==> config.mk <==
export PLATFORM = sky130hd
export DESIGN_NAME = fetch_unit
export DESIGN_NICKNAME = d
export VERILOG_FILES = /design/src/rtl/fetch_unit.sv
export SDC_FILE = /design/constraint.sdc
export NUM_CORES = 1
export LEC_CHECK = 0
export ABC_AREA = 1
export BUFFER_PORTS_ARGS = -buffer_cell sky130_fd_sc_hd__buf_2
export CORE_AREA = 5 5 102 104
export DETAILED_ROUTE_END_ITERATION = 8
export DIE_AREA = 0 0 107 109
export PLACE_DENSITY = 0.83
export SYNTH_ARGS = -nofsm -noshare
export SYNTH_HDL_FRONTEND = slang
export SYNTH_SLANG_ARGS = --single-unit
==> constraint.sdc <==
create_clock -name clk -period 4.9 [get_ports clk]
set_clock_uncertainty 0.15 [all_clocks]
set_input_delay 0.98 -clock clk [delete_from_list [all_inputs] [get_ports clk]]
set_output_delay 0.98 -clock clk [all_outputs]
set_load 0.02 [all_outputs]
==> src/rtl/fetch_unit.sv <==
// Instruction fetch stage: PC, single-outstanding imem read, output register.
// FETCH_MISALIGN_CHECK_EN enables misaligned-redirect trap into HALT.
module fetch_unit #(
  parameter logic [31:0] RESET_PC  = 32'h0000_0000,
  parameter logic [31:0] NOP_INSTR = 32'h0000_0013
) (
  input  logic        clk,
  input  logic        rst,
  output logic        imem_req_valid,
  input  logic        imem_req_ready,
  output logic [31:0] imem_addr,
  input  logic        imem_rsp_valid,
  input  logic [31:0] imem_rsp_data,
  output logic        if_valid,
  output logic [31:0] if_instr,
  output logic [31:0] if_pc,
  input  logic        id_ready,
  input  logic        redirect_valid,
  input  logic [31:0] redirect_target,
  output logic        fetch_err
);

  typedef enum logic [2:0] {
    S_IDLE, S_REQ, S_WAIT, S_DROP, S_HALT
  } state_e;

  state_e      state_q, state_d;
  logic [31:0] pc_q, pc_d;
  logic        vld_q, vld_d;
  logic [31:0] instr_q, instr_d;
  logic [31:0] ipc_q, ipc_d;
  logic        err_q, err_d;

  logic hs, load, consume, misalign;
  logic [31:0] tgt;

  assign imem_req_valid = (state_q == S_REQ) && (!vld_q || id_ready);
  assign imem_addr      = pc_q;
  assign hs      = imem_req_valid && imem_req_ready;
  assign load    = (state_q == S_WAIT) && imem_rsp_valid;
  assign consume = vld_q && id_ready && (state_q != S_HALT);

`ifdef FETCH_MISALIGN_CHECK_EN
  assign misalign = redirect_target[1:0] != 2'b00;
  assign tgt      = redirect_target;
`else
  assign misalign = 1'b0;
  assign tgt      = {redirect_target[31:2], 2'b00};
`endif

  always_comb begin
    state_d = state_q;
    pc_d    = pc_q;
    vld_d   = vld_q;
    instr_d = instr_q;
    ipc_d   = ipc_q;
    err_d   = err_q;

    unique case (state_q)
      S_IDLE: state_d = S_REQ;
      S_REQ:  if (hs) state_d = S_WAIT;
      S_WAIT: begin
        if (imem_rsp_valid) begin
          vld_d   = 1'b1;
          instr_d = imem_rsp_data;
          ipc_d   = pc_q;
          pc_d    = pc_q + 32'd4;
          state_d = S_REQ;
        end
      end
      S_DROP: if (imem_rsp_valid) state_d = S_REQ;
      S_HALT: ;
      default: state_d = S_IDLE;
    endcase

    if (consume && !load) begin
      vld_d   = 1'b0;
      instr_d = NOP_INSTR;
    end

    // Redirect overrides everything above, including a same-cycle load.
    if (redirect_valid && state_q != S_HALT) begin
      vld_d   = 1'b0;
      instr_d = NOP_INSTR;
      if (misalign) begin
        err_d   = 1'b1;
        state_d = S_HALT;
      end else begin
        pc_d = tgt;
        unique case (state_q)
          S_REQ:   state_d = hs ? S_DROP : S_REQ;
          S_WAIT:  state_d = imem_rsp_valid ? S_REQ : S_DROP;
          S_DROP:  state_d = S_DROP;
          default: ;
        endcase
      end
    end
  end

  always_ff @(posedge clk or posedge rst) begin
    if (rst) begin
      state_q <= S_IDLE;
      pc_q    <= RESET_PC;
      vld_q   <= 1'b0;
      instr_q <= NOP_INSTR;
      ipc_q   <= 32'h0;
      err_q   <= 1'b0;
    end else begin
      state_q <= state_d;
      pc_q    <= pc_d;
      vld_q   <= vld_d;
      instr_q <= instr_d;
      ipc_q   <= ipc_d;
      err_q   <= err_d;
    end
  end

  assign if_valid  = vld_q;
  assign if_instr  = instr_q;
  assign if_pc     = ipc_q;
  assign fetch_err = err_q;

endmodule

* Word-level counts from Yosys, hierarchy flattened
Cells that the tools add are included.
** Word-level totals
- Bits in registers :: 100
- Bits in latches :: 0
- Bits in writable memories :: 0
- ROM bits :: 0
- Input bits :: 70
- Output and inout bits :: 99
- Logic and storage cells :: 48
- Memories kept :: 0
** Cells by class
- $add $sub $neg :: 1
- $mul :: 0
- Div/mod/pow operators :: 0
- Order comparisons :: 0
- Eq/ne operators :: 5
- Shift-type cells :: 0
- Mux-type cells :: 18
- Bitwise gates (word level) :: 0
- Reduce and logical (&&, ||, !) cells :: 19
** Operator list (number)
- $mux W32 :: 7
- $add A32 B3 Y32 const B :: 1
- $pmux W3 S4 :: 1
- $mux W3 :: 3
- $pmux W3 S3 :: 1
- $logic_and A1 B1 Y1 :: 7
- $eq A3 B2 Y1 const B :: 2
- $reduce_and A2 Y1 :: 3
- $reduce_bool A3 Y1 :: 2
- $mux W1 :: 4
- $mux W2 :: 2
- $reduce_bool A2 Y1 :: 2
- $eq A3 B1 Y1 const B :: 1
- $eq A3 B3 Y1 const B :: 1
- $logic_not A3 Y1 :: 1
- $ne A3 B3 Y1 const B :: 1
- $logic_not A1 Y1 :: 2
- $reduce_or A2 Y1 :: 1
- $logic_or A1 B1 Y1 :: 1

* Logic depth before layout (Yosys ltp)
- Word-level depth :: 8
- Gate-level depth with buffers :: 10
- Depth with buffers taken out :: 10

* Worst setup path after synthesis
No wires, ideal clock.
- Kind :: input -> output
- Start :: input port id_ready
- End :: output port imem_req_valid
- Arrival time :: 1.212 ns
- Required time :: 3.770 ns
- Setup slack :: 2.558 ns
- Cell stages on the path :: 1
- Path buffers :: 0
- Cell sequence :: o21a_1
** Between the ends
- Longest elaborated chain between the ends :: 2
** RTL lines
- start: declaration :: line 17 : input logic id_ready,
- $logic_or A1 B1 Y1 :: line 37 : assign imem_req_valid = (state_q == S_REQ) && (!vld_q || id_ready);
- $logic_and A1 B1 Y1 :: line 37
- end: declaration :: line 9 : output logic imem_req_valid,
Every way passes these cells.

* Worst setup path in the final report
- Start :: input port imem_rsp_valid
- End :: register pc_q[10], in the netlist imem_addr[10]
** Between the ends
- Longest elaborated chain between the ends :: 2
** RTL lines
- start: declaration :: line 12 : input logic imem_rsp_valid,
- $reduce_bool A2 Y1 (no line)
- $reduce_and A2 Y1 (no line)
- end signal: assignment :: line 110 : pc_q <= pc_d;
- end: declaration :: line 28 : logic [31:0] pc_q, pc_d;
Every way passes these cells.
A chain may end at the register's enable or synchronous reset.

==> metrics <==
status=completed; Global Route Usage Sum=23.15%; commonest non-fill, non-tap cell in the layout=nand2_1; Pre-Repair DR Iteration Count=4; Setup crit end kind=register; Initial Utilization=51.81%; Worst Hold End=if_pc[24]$_DFFE_PP0P_; sum of negative setup slack=0 ns; number of warnings issued by yosys=0; max incr delay on CP=0.42 ns; filler cell count=855; capture point of the worst reg-to-reg path=imem_addr[10]$_DFFE_PP0P_; via/cell ratio=~5; part of the Yosys area used for sequential elements=49.09%; weighted congestion reported at the end of routability-driven placement=0.9476; fraction of synthesized cell area taken by the top area cell type=47.49%; Crit Path Max Fanout=54; area taken by flip-flops and latches=~2400 sq um; root buffer selected by CTS=clkbuf_8; total overflow reported by the global router=0; synthesized netlist cell count=653; static leakage=3.340 nW; peak supply drop=0.0001994 V; RR Startpoint=state_q[0]$_DFF_PP0_; CTS Hold Bufs=0; die width=107 um; TritonCTS clock tree=done; dominant cell type by area after synthesis=dfrtp_1; average instance area after synthesis=7.505 sq um; worst min-delay path category=register to register; Comb pwr share=~34%; nature of the critical path startpoint=input port; Hold Violations, Final=0; Buf+Inv Stages, Crit Path=5; Max Clock Freq=around 360 MHz; switching part of the total=38.89%; vias in the first global route=4,620; maximum number of buffers from clock root to sink=2; global-route wire length before repair=21,580 um; area of the multi-input gates=roughly 2000 sq um; CTS clk-pin slew, worst paths=about 0.090 ns; internal power consumption=1.530 mW; number of core rows=36; most used flip-flop cell after synthesis=dfrtp_1; Vias=around 4,600; category of the most critical setup path=input port to register; Syn Std Cell Area=4901 sq um; asr flop ratio synth=100.0%; number of violations reported at the end of detailed-routing iteration 0=211; post-route insts no fill=approximately 900; number of maximum-capacitance constraint violations=0; power share of the sequential group=43.9%; number of cells on the worst hold path=2; synthesis-to-layout area growth=20.40%; largest net degree at the start of global routing=between 70 and 80; post-cts resize count=0; Total Routed Length=between 10,000 and 15,000 um; share of the cycle needed by the critical path after routing=56.83%; DRC violation count after routing=0; fin nets=~880; Switch Pwr=roughly 1 mW; worst r2r path cells=8; pwr/cell area=424.2 nW/um^2; most frequent cells in the layout=nand2_1 (252), buf_2 (161), dfrtp_1 (93); WP data required=5.02 ns; TritonCTS Buffers=9; post-detail-place hpwl=around 9700 um; R2R Setup Slk=2.43 ns; Antenna Violating Nets Remaining=0; number of placed I/O pins=169; mean routed wirelength per cell=14.07 um; crit-path leading delay family=buffers and inverters; CTS H-tree depth=3; Max transition margin=23.90%; number of diodes=0; antenna violations before repair=1; register bit count reported by yosys=between 90 and 100; arrival time of data at the critical path endpoint=2.91 ns; clk sinks=96; CP Cell Sequence=buf_2, inv_1, nor2_1, nand2_2, buf_4, inv_2, nand2_4, inv_4, nand3_1, o211ai_1; transition time at the pin with the least slew margin=roughly 1.1 ns; count of flip-flops with a built-in enable after synthesis=0; min Tclk post-route=between 2 and 3 ns; latest clock arrival within the worst-skew pair=~0.36 ns; final setup violation count=0; number of different library cells in the post-synthesis netlist=31; max-slew violation count=0; share of cells above drive strength 1=about a quarter; quantity of I/O buffers inserted on ports=161; Hold Startpoint=if_pc[24]$_DFFE_PP0P_; Clk network pwr share=roughly 22%; unrepaired setup endpoints after global routing=false; pre-CTS setup slack=1.766 ns; Area contributors post-synth=dfrtp_1 (47%), nand2_1 (19%), nand3_1 (5.7%), inv_1 (5.3%), o21ai_0 (4.0%); Chip Height=109 um; instance count after placement with tap cells included=907; Die Outline Area=11,660 sq um; slack of the critical path=around 2.1 ns; slowest stage cell, crit path=inv_4; area of the placeable core=roughly 9500 sq um; Post CTS Setup Buffer Count=0
-- how the worst max path moves through the flow --
stage,startpoint,end,cells past startpoint
2_1_floorplan,rst,if_instr[10]$_DFFE_PP0P_,1
3_3_place_gp,imem_rsp_valid,imem_addr[10]$_DFFE_PP0P_,10
3_5_place_dp,imem_rsp_valid,imem_addr[10]$_DFFE_PP0P_,10
4_1_cts,imem_rsp_valid,imem_addr[10]$_DFFE_PP0P_,10
5_1_grt,imem_rsp_valid,imem_addr[10]$_DFFE_PP0P_,10
6_report,imem_rsp_valid,imem_addr[10]$_DFFE_PP0P_,10
-- cells by family (layout without fill, tap and decap cells) --
logic type,Yosys count,after routing,share of synthesized area (%)
flip-flops,96,96,49.09
adder cells (fa/ha/maj),1,1,0.2553
buffers and inverters,101,252,9.701
AND/OR/NAND/NOR,373,373,31.17
other,1,5,0.07652
XOR/XNOR,9,9,1.608
AO/OA/AOI/OAI,72,72,8.093
-- power by group through the flow --
stage	Combinational [mW]	Clock [mW]	Sequential (mW)
6_report	0.842	0.561	1.10
3_5_place_dp	0.851	0	1.11
4_1_cts	0.853	0.575	1.10
3_3_place_gp	0.830	0	1.11
5_1_grt	0.932	0.608	1.13
2_1_floorplan	0.355	0	1.31
-- synthesized netlist by cell type (2+ instances only) --
cell,n
nand2_1,253
dfrtp_1,93
inv_1,69
nand3_1,56
nor2_1,50
o21ai_0,39
o21ai_1,17
buf_4,13
xor2_1,9
buf_6,5
clkbuf_1,5
nor2_2,5
o211ai_1,5
buf_2,4
a21oi_1,3
dfstp_2,3
inv_2,3
nand2_4,3
o22a_1,3
inv_4,2
nand2_2,2
o21bai_1,2
-- registers in the layout (all words and copies together) (netlist names) --
name       cells
imem_addr     30
if_pc         30
if_valid       1
if_instr      32
state_q        3
-- stage by stage --
step	hold slack, ns	util, %	instance area [sq um]	total power, mW
detailed placement	0.3197	60.17	5692	1.965
global placement	0.3104	60.17	5692	1.935
CTS	0.3416	62.38	5901	2.529
finish	0.3384	62.38	5901	2.503
global route	0.3645	62.38	5901	2.666
floorplan	0.3647	-	4916	1.668
-- tightest hold or removal path: stages, from the launching register on --
cell and delay [ns]:
dfrtp_1 0.35, nand2_1 0.05, o21ai_0 0.05
-- cell type report --
class	instances	share of cell area, %
multi-input cells	460	34.52
inverters	74	4.835
clock inverters	5	1.378
flip-flops and latches	96	40.78
repair buffers	163	13.91
well taps	114	2.417
clock buffers	10	2.163
-- routing by layer --
layer	global-route usage (%)	vias up	wire length, um
met5	0	-	13
met4	9.406	2	295
met3	6.513	25	1039
met2	38.71	159	6278
met1	28.40	2134	5348
li1	-	2317	-
No activity file was read; power rests on OpenSTA's default activity.
